## config.mk

```make
export PLATFORM = sky130hd
export DESIGN_NAME = mdr_arith_core
export DESIGN_NICKNAME = d
export VERILOG_FILES = /design/src/rtl/mdr_arith_core.sv
export SDC_FILE = /design/constraint.sdc
export NUM_CORES = 1
export LEC_CHECK = 0
export ABC_AREA = 1
export ABC_CLOCK_PERIOD_IN_PS = 6800
export CORE_UTILIZATION = 45
export CTS_CLUSTER_DIAMETER = 60
export DETAILED_ROUTE_END_ITERATION = 8
export SLEW_MARGIN = 40
export SYNTH_ARGS = -nofsm -noshare
export SYNTH_HDL_FRONTEND = slang
export SYNTH_SLANG_ARGS = --single-unit
```

## constraint.sdc

```tcl
create_clock -name clk -period 6.8 [get_ports clk]
set_input_delay 1.36 -clock clk [delete_from_list [all_inputs] [get_ports clk]]
set_output_delay 1.36 -clock clk [all_outputs]
set_load 0.005 [all_outputs]
```

## src/rtl/mdr_arith_core.sv

```systemverilog
// MDR arithmetic back end: iterative unsigned multiply, divide and optional square root.
// Build option: MDR_SQRT_EN enables the square-root datapath for op_sel=10.
module mdr_arith_core #(
  parameter int WIDTH = 16
) (
  input  logic               clk,
  input  logic               reset,
  input  logic [WIDTH-1:0]   data_in,
  input  logic               load_op1,
  input  logic               load_op2,
  input  logic               start,
  input  logic [1:0]         op_sel,
  output logic [2*WIDTH-1:0] result,
  output logic [WIDTH-1:0]   remainder,
  output logic               ready,
  output logic               busy,
  output logic               error
);

  localparam int HW = WIDTH / 2;
  localparam int CW = $clog2(WIDTH);
  localparam logic [1:0] OP_MUL  = 2'b00;
  localparam logic [1:0] OP_DIV  = 2'b01;
  localparam logic [1:0] OP_SQRT = 2'b10;

  typedef enum logic [1:0] {IDLE, RUN, DONE} state_t;

  state_t             state_q, state_d;
  logic               start_q;
  logic [WIDTH-1:0]   op1, op2;
  logic [1:0]         wop;
  logic [WIDTH-1:0]   opnd;
  logic [2*WIDTH-1:0] acc;
  logic [CW-1:0]      cnt, last;

  logic trig, sqrt_ok, div_zero, bad;

`ifdef MDR_SQRT_EN
  assign sqrt_ok = 1'b1;
`else
  assign sqrt_ok = 1'b0;
`endif

  assign trig     = start & ~start_q;
  assign div_zero = (op_sel == OP_DIV) && (op2 == '0);
  assign bad      = div_zero || (op_sel == 2'b11) ||
                    ((op_sel == OP_SQRT) && !sqrt_ok);

  // Shift-add multiplier: product high half in acc[2W-1:W], multiplier shifts out of acc[0]
  logic [WIDTH:0]     mul_sum;
  logic [2*WIDTH-1:0] mul_nx;
  assign mul_sum = {1'b0, acc[2*WIDTH-1:WIDTH]} +
                   (acc[0] ? {1'b0, opnd} : '0);
  assign mul_nx  = {mul_sum, acc[WIDTH-1:1]};

  // Restoring divider: partial remainder high, dividend/quotient low
  logic [WIDTH:0]     div_sh;
  logic [WIDTH-1:0]   div_diff, div_rem;
  logic               div_ge;
  logic [2*WIDTH-1:0] div_nx;
  assign div_sh   = {acc[2*WIDTH-1:WIDTH], acc[WIDTH-1]};
  assign div_ge   = div_sh >= {1'b0, opnd};
  assign div_diff = div_sh[WIDTH-1:0] - opnd;
  assign div_rem  = div_ge ? div_diff : div_sh[WIDTH-1:0];
  assign div_nx   = {div_rem, acc[WIDTH-2:0], div_ge};

`ifdef MDR_SQRT_EN
  logic [WIDTH-1:0] sq_rad;
  logic [HW-1:0]    sq_root, sq_root_nx;
  logic [HW:0]      sq_rem, sq_diff, sq_rem_nx;
  logic [HW+1:0]    sq_sh, sq_trial;
  logic             sq_ge;
  assign sq_sh      = {sq_rem[HW-1:0], sq_rad[WIDTH-1:WIDTH-2]};
  assign sq_trial   = {sq_root, 2'b01};
  assign sq_ge      = sq_sh >= sq_trial;
  assign sq_diff    = sq_sh[HW:0] - sq_trial[HW:0];
  assign sq_rem_nx  = sq_ge ? sq_diff : sq_sh[HW:0];
  assign sq_root_nx = {sq_root[HW-2:0], sq_ge};
`endif

  always_comb begin
    state_d = state_q;
    unique case (state_q)
      IDLE:    if (trig) state_d = bad ? DONE : RUN;
      RUN:     if (cnt == last) state_d = DONE;
      DONE:    state_d = IDLE;
      default: state_d = IDLE;
    endcase
  end

  assign busy  = (state_q == RUN);
  assign ready = (state_q == DONE);

  always_ff @(posedge clk or negedge reset) begin
    if (!reset) begin
      state_q   <= IDLE;
      start_q   <= 1'b0;
      op1       <= '0;
      op2       <= '0;
      wop       <= '0;
      opnd      <= '0;
      acc       <= '0;
      cnt       <= '0;
      last      <= '0;
      result    <= '0;
      remainder <= '0;
      error     <= 1'b0;
`ifdef MDR_SQRT_EN
      sq_rad    <= '0;
      sq_root   <= '0;
      sq_rem    <= '0;
`endif
    end else begin
      state_q <= state_d;
      start_q <= start;
      if (load_op1) op1 <= data_in;
      if (load_op2) op2 <= data_in;
      case (state_q)
        IDLE: if (trig) begin
          cnt  <= '0;
          wop  <= op_sel;
          opnd <= op2;
          acc  <= {{WIDTH{1'b0}}, op1};
          last <= (op_sel == OP_SQRT) ? CW'(HW - 1) : CW'(WIDTH - 1);
`ifdef MDR_SQRT_EN
          sq_rad  <= op1;
          sq_root <= '0;
          sq_rem  <= '0;
`endif
          if (bad) begin
            error     <= 1'b1;
            result    <= div_zero ? {{WIDTH{1'b0}}, {WIDTH{1'b1}}} : '0;
            remainder <= div_zero ? op1 : '0;
          end
        end
        RUN: begin
          cnt <= cnt + 1'b1;
          acc <= (wop == OP_DIV) ? div_nx : mul_nx;
`ifdef MDR_SQRT_EN
          sq_rad  <= sq_rad << 2;
          sq_root <= sq_root_nx;
          sq_rem  <= sq_rem_nx;
`endif
          if (cnt == last) begin
            error <= 1'b0;
            unique case (1'b1)
              (wop == OP_DIV): begin
                result    <= {{WIDTH{1'b0}}, div_nx[WIDTH-1:0]};
                remainder <= div_rem;
              end
`ifdef MDR_SQRT_EN
              (wop == OP_SQRT): begin
                result    <= {{(2*WIDTH-HW){1'b0}}, sq_root_nx};
                remainder <= {{(WIDTH-HW-1){1'b0}}, sq_rem_nx};
              end
`endif
              default: begin
                result    <= mul_nx;
                remainder <= '0;
              end
            endcase
          end
        end
        default: ;
      endcase
    end
  end

endmodule

```

---- After elaboration in Yosys (flattened, before gate mapping) ----
Cells that the tools add are included.
word-level totals
  register bits ........................... 142
  bits of input ports ..................... 23
  output and inout port bits .............. 51
  word-level logic and storage cells ...... 66
operators by class
  add/subtract/negate cells ............... 3
  order comparisons ....................... 1
  eq/ne operators ......................... 10
  multiplexer cells ....................... 28
  bitwise gates (word level) .............. 2
  reduce and logical (&&, ||, !) cells .... 10
operators by type and width
  operator             number
  $mux 32              6
  $mux 16              8
  $pmux 32 s2          2
  $pmux 16 s2          1
  $add 16x16->17       1
  $ge 17x16->1         1
  $logic_not 16->1     1
  $sub 16x16->16       1
  $mux 4               2
  $pmux 4 s2           1
  $eq 2x1->1 const B   3
  $eq 2x2->1 const B   3
  $mux 2               3
  $reduce_and 2->1     3
  $add 4x1->4 const B  1
  $eq 4x4->1           1
  $ne 2x2->1 const B   2
  $pmux 2 s2           1
  $reduce_and 4->1     1
  $mux 1               3
  $logic_not 2->1      1
  $logic_or 1x1->1     2
  $ne 2x1->1 const B   1
  $pmux 1 s2           1
  4 further kinds      4

---- Depth between registers and ports, before layout ----
  depth after elaboration ................. 7
  mapped depth ............................ 17
  mapped depth without buffers ............ 16

---- Least setup slack after synthesis ----
Ideal clock, no wire load.
  kind .................................... input -> register
  from .................................... input op_sel[0]
  to ...................................... register remainder[3]
  library setup time ...................... 0.122 ns
  arrival time ............................ 2.348 ns
  setup slack ............................. 4.330 ns
  stages .................................. 10
  path buffers ............................ 1
  path through ............................ inv_1 nor2_1 nand4_1 nor3_2 nand2_1 nand2_1 nand2_2 buf_1 a21oi_1 a21oi_2
between the ends
  word-level cells in the longest chain between the ends .. 6
ends and longest elaborated chain
  element                                                 RTL line  RTL
  start: declaration                                      12        input logic [1:0] op_sel,
  $eq 2x1->1                                              45        assign div_zero = (op_sel == OP_DIV) && (op2 == '0);
  $logic_and 1x1->1                                       45
  $mux 16 / $logic_or 1x1->1 (equally long branches)      133, 46
  $mux 16 / $logic_or 1x1->1 (equally long branches)      130, 46
  $mux 16 / $ne 2x2->1 (equally long branches)            -
  $pmux 16 s2 / $reduce_and 4->1 (equally long branches)  -
  end signal: assignment                                  133       remainder <= div_zero ? op1 : '0;
  end signal: assignment                                  149       remainder <= div_rem;
  end: declaration                                        14        output logic [WIDTH-1:0] remainder,
Several ways; a longest one is shown, not always the timed one. The select of a mux whose other input is x is not followed.
A chain may end at the register's enable or synchronous reset.

---- Worst setup path after layout ----
  from .................................... input op_sel[0]
  to ...................................... register result[0]
between the ends
  word-level cells in the longest chain between the ends .. 6
ends and longest elaborated chain
  element                                                 RTL line  RTL
  $eq 2x1->1                                              45
  $logic_and 1x1->1                                       45
  $mux 16 / $logic_or 1x1->1 (equally long branches)      132, 46
  $mux 32 / $logic_or 1x1->1 (equally long branches)      130, 46
  $mux 32 / $ne 2x2->1 (equally long branches)            -
  $pmux 32 s2 / $reduce_and 4->1 (equally long branches)  -
  end signal: assignment                                  132       result <= div_zero ? {{WIDTH{1'b0}}, {WIDTH{1'b1}}} : '0;
  end signal: assignment                                  148       result <= {{WIDTH{1'b0}}, div_nx[WIDTH-1:0]};
  end signal: assignment                                  158       result <= mul_nx;
  end: declaration                                        13        output logic [2*WIDTH-1:0] result,
Several ways; a longest one is shown, not always the timed one. The select of a mux whose other input is x is not followed.

==> impl_results.html <==
<table>
<tr><th>Metric</th><th>Value</th></tr>
<tr><th colspan="2">Floorplanning</th></tr>
<tr><td>Number of top-level design ports</td><td>74</td></tr>
<tr><td>Rows</td><td>48</td></tr>
<tr><td>Die outline height</td><td>137 microns</td></tr>
<tr><td>Core area</td><td>roughly 17000 sq um</td></tr>
<tr><td>Area enclosed by the die boundary</td><td>18600 sq um</td></tr>
<tr><td>Die outline width</td><td>137 microns</td></tr>
<tr><td>Initial standard-cell utilization of the core</td><td>46.6%</td></tr>
<tr><th colspan="2">Clock tree</th></tr>
<tr><td>Post-CTS repair timing setup buffer count</td><td>0</td></tr>
<tr><td>Clock slew seen by the registers of the worst setup and hold paths</td><td>~0.060 ns</td></tr>
<tr><td>CTS resizes</td><td>0</td></tr>
<tr><td>Number of buffers on the longest clock path</td><td>2</td></tr>
<tr><td># hold bufs at CTS</td><td>0</td></tr>
<tr><td>Root buffer cell</td><td>clkbuf_16</td></tr>
<tr><td>Inserted Clock Buffers</td><td>17</td></tr>
<tr><td>CTS tree</td><td>yes</td></tr>
<tr><td>H-tree depth</td><td>4</td></tr>
<tr><td>Source-to-sink clock delay at the later pin of the worst-skew pair</td><td>0.42 ns</td></tr>
<tr><td>CTS Sinks</td><td>140</td></tr>
<tr><th colspan="2">Worst setup path</th></tr>
<tr><td>Reg-to-Reg Start</td><td>acc[0]</td></tr>
<tr><td>Max stage delay on crit path</td><td>0.66 ns</td></tr>
<tr><td>Bufs and invs on worst path</td><td>4</td></tr>
<tr><td>Startpoint of the most critical setup path</td><td>op_sel[0]</td></tr>
<tr><td>Worst-path maximum fanout</td><td>45</td></tr>
<tr><td>Depth of the most critical reg-to-reg path</td><td>14</td></tr>
<tr><td>Worst setup SP type</td><td>primary input</td></tr>
<tr><td>Cells along the critical path</td><td>clkdlybuf4s50_1 &gt; inv_1 &gt; nor2_1 &gt; nand4_1 &gt; nor3_2 &gt; nand2_1 &gt; nand2_1 &gt; nand2_2 &gt; buf_4 &gt; nor2_1 &gt; nand3_1 &gt; nand2_1 &gt; inv_1</td></tr>
<tr><td>Kind of critical path</td><td>in2reg</td></tr>
<tr><td>Cell seen most often among critical-path stages</td><td>nand2_1</td></tr>
<tr><td>Critical path data required time</td><td>7.12 ns</td></tr>
<tr><td>Library cell contributing the largest single delay on the critical path</td><td>nor2_1</td></tr>
<tr><td>Kind of end point of the critical path</td><td>flip-flop</td></tr>
<tr><td>Family with the most delay on the worst path</td><td>simple AND/OR/NAND/NOR gates</td></tr>
<tr><td>FF-to-FF setup slack</td><td>3.92 ns</td></tr>
<tr><td>Capture instance of the worst register-to-register path</td><td>result[29]</td></tr>
<tr><td>Worst path arrival time</td><td>3.76 ns</td></tr>
<tr><th colspan="2">Min path</th></tr>
<tr><td>Count of cells along the worst hold path</td><td>2</td></tr>
<tr><td>HP Class</td><td>reg2reg</td></tr>
<tr><td>Hold wc startpoint</td><td>result[4]</td></tr>
<tr><td>Worst hold path endpoint</td><td>result[4]</td></tr>
<tr><th colspan="2">GRT</th></tr>
<tr><td>Overall routing resource usage</td><td>26.7%</td></tr>
<tr><td>Overflow left after global routing</td><td>0</td></tr>
<tr><td>Number of global-route vias before repair</td><td>6837</td></tr>
<tr><td>Antenna violations before repair</td><td>0</td></tr>
<tr><td>Maximum number of pins on one net before global-route repair</td><td>86</td></tr>
<tr><td>Wire length of the first global-routing pass</td><td>37100 microns</td></tr>
<tr><th colspan="2">Power and ir drop</th></tr>
<tr><td>Leakage Power</td><td>~4.8 nW</td></tr>
<tr><td>Power per Cell Area</td><td>552 nW/um^2</td></tr>
<tr><td>Final total power</td><td>5.28 mW</td></tr>
<tr><td>Maximum VDD drop</td><td>0.348 mV</td></tr>
<tr><th colspan="2">Drt</th></tr>
<tr><td>Router iterations before antenna repair</td><td>5</td></tr>
<tr><td>Routed wire length</td><td>23500 microns</td></tr>
<tr><td>Number of DRC violations after detailed routing</td><td>0</td></tr>
<tr><td>Drt wl/cell</td><td>approximately 17 microns</td></tr>
<tr><td>Detail Route Antenna Nets</td><td>0</td></tr>
<tr><td>DRC marker count from the first detailed-route iteration</td><td>580</td></tr>
<tr><td>Vias</td><td>7198</td></tr>
<tr><td>Vias per std cell</td><td>5.20</td></tr>
<tr><th colspan="2">STA</th></tr>
<tr><td>Final setup vio count</td><td>0</td></tr>
<tr><td>Relative max-transition margin</td><td>46.9%</td></tr>
<tr><td>Unrepaired setup endpoints after global routing</td><td>false</td></tr>
<tr><td>Post-route worst setup slack</td><td>3.35 ns</td></tr>
<tr><td>Worst-margin pin slew</td><td>0.793 ns</td></tr>
<tr><td>Min Clock Period, post-route</td><td>3.45 ns</td></tr>
<tr><td>Final slew viol count</td><td>0</td></tr>
<tr><td>Final worst path period share</td><td>between 50 and 60%</td></tr>
<tr><td>Maximum frequency from static timing analysis</td><td>0.290 GHz</td></tr>
<tr><td>Largest clock skew in the final design</td><td>0.00917 ns</td></tr>
<tr><td>Tightest hold margin</td><td>0.479 ns</td></tr>
<tr><td>Setup TNS</td><td>0 ns</td></tr>
<tr><td>Final Hold Violating Endpoints</td><td>0</td></tr>
<tr><th colspan="2">Synth</th></tr>
<tr><td>Number of register bits inferred by synthesis</td><td>140</td></tr>
<tr><td>Synthesized netlist cell count</td><td>1087</td></tr>
<tr><td>Synthesized net count</td><td>about 1100</td></tr>
<tr><td>Number of warning messages in the yosys log</td><td>0</td></tr>
<tr><td>Synthesized area per cell</td><td>7.50 sq um</td></tr>
<tr><td>Proportion of synthesized chip area in sequential cells</td><td>43.0%</td></tr>
<tr><td>Post-synthesis instance area</td><td>8150 sq um</td></tr>
<tr><td>Number of distinct library cells after synthesis</td><td>43</td></tr>
<tr><th colspan="2">Cells and area</th></tr>
<tr><td>Layout cells sized above 1</td><td>6.48%</td></tr>
<tr><td>NumNets Final</td><td>1203</td></tr>
<tr><td>Core Util, Final</td><td>54.7%</td></tr>
<tr><td>Area growth syn-to-layout</td><td>17.3%</td></tr>
<tr><td>Number of non-filler instances in the completed layout</td><td>roughly 1400</td></tr>
<tr><td>Antenna Cells</td><td>0</td></tr>
<tr><td>Summed area of non-filler cells in the final layout</td><td>9560 sq um</td></tr>
<tr><th colspan="2">Place</th></tr>
<tr><td>Worst slack at placement</td><td>2.94 ns</td></tr>
<tr><td>Instance area at placement</td><td>between 8000 and 9000 sq um</td></tr>
<tr><td>Buffers on Ports</td><td>73</td></tr>
<tr><td>Last weighted congestion value of the routability-driven placer</td><td>0.920</td></tr>
<tr><td>Sum of net half-perimeters after detailed placement</td><td>17800 microns</td></tr>
<tr><td>Post-placement cell count</td><td>1351</td></tr>
<tr><th colspan="2">Flow run</th></tr>
<tr><td>Max-cap violations</td><td>0</td></tr>
<tr><th colspan="2">Outcome</th></tr>
<tr><td>Result of the run</td><td>complete, no violations</td></tr>
</table>
==> worst max-delay path by stage <==
stage	endpoint	slack, ns	cells past startpoint
3_5_place_dp	result[0]	2.94	12
4_1_cts	result[0]	3.39	12
2_1_floorplan	remainder[3]	4.33	10
3_3_place_gp	result[0]	2.99	12
5_1_grt	result[0]	3.06	13
6_report	result[0]	3.35	13
==> where the power goes <==
group          leakage, nW  internal [mW]  switching [mW]
combinational         2.82           1.12            1.76
clock                0.287          0.519           0.408
sequential            1.71           1.16           0.309
total                 4.81           2.80            2.48
==> flip-flops by register name, summed over array words and instances, names as in the netlist <==
register   flops
acc           32
result        32
op1           16
op2           16
opnd          16
remainder     16
cnt            4
last           2
state_q        2
wop            2
error          1
start_q        1
==> worst reg2reg max path, cell delays in order (launching register included) <==
cell and delay (ns):
dfrtp_1 0.76, nand2_1 0.11, inv_1 0.08, ha_1 0.21
inv_1 0.07, fa_1 0.41, inv_1 0.09, nand3_1 0.06
nand2_1 0.13, inv_1 0.06, o21ai_0 0.24, nand2_1 0.14
nand3_1 0.09, nand3_1 0.15, o21ai_0 0.19
==> layout by cell type, fill, tap and decap left out, types with 6 or more instances in the layout <==
cell,instances
inv_2,6
nand2_1,263
a21oi_2,6
inv_1,151
ha_1,33
nand3_1,60
nor3_1,7
a22oi_1,16
dfrtp_1,140
o21ai_0,92
xnor2_1,6
nor2_1,119
nand3b_1,11
a21oi_1,83
nand4_1,9
clkdlybuf4s50_1,70
clkbuf_16,17
==> cells by family (layout without fill, tap and decap cells) <==
group,Yosys count,in the layout,share of synthesized area (%)
buffers and inverters,195,266,9.80
xor gates and xnor gates,8,8,0.860
DFF,140,140,43.0
AOI/OAI and AO/OA,215,215,14.4
and+or+nand+nor,494,494,26.4
adders and majority gates,35,35,5.56
==> cell type report <==
cell class                      instances  area, sq um
Clock inverter                         15          156
Tap cell                              225          282
Timing Repair Buffer                   77          754
Fill cell                            1704         7920
Inverter                              157          589
Sequential cell                       140         3500
Clock buffer                           17          425
Multi-Input combinational cell        752         3850
==> layer usage <==
metal  up-vias  track usage [%]  part of all wire [%]
li1       3606                -                     -
met1      3383             36.3                    46
met2       182             44.6                    49
met3        27             4.00                   4.0
met4         0             6.60                   1.4
met5         -                0                     0
==> Yosys cell counts <==
master    instances  area, sq um
a21boi_0          1         7.51
a21oi_1          83          415
a21oi_2           6         52.6
a22oi_1          16          120
a31oi_1           1         6.26
a32o_1            1         10.0
and2_1            1         6.26
buf_1             3         11.3
buf_2            11         55.1
buf_4             4         30.0
buf_6             5         56.3
clkbuf_1         15         56.3
dfrtp_1         140         3500
fa_1              2         40.0
ha_1             33          413
inv_1           151          567
inv_2             6         22.5
nand2_1         263          987
nand2_2           4         25.0
nand2_4           1         11.3
nand3_1          60          300
nand3_2           5         50.1
nand3_4           1         17.5
nand3b_1         11         82.6
nand3b_2          3         33.8
nand4_1           9         56.3
nor2_1          120          450
nor2_2            1         6.26
nor2_4            4         45.0
nor2_8            1         20.0
nor3_1            7         35.0
nor3_2            1         10.0
o211ai_1          2         15.0
o21ai_0          92          460
o21ai_1           3         15.0
o21ai_2           1         8.76
o21bai_1          4         30.0
o22ai_1           4         25.0
o31ai_1           1         7.51
or2_0             1         6.26
or2_2             1         6.26
xnor2_1           6         52.6
xor2_1            2         17.5
Power figures use the tool's default switching activity.
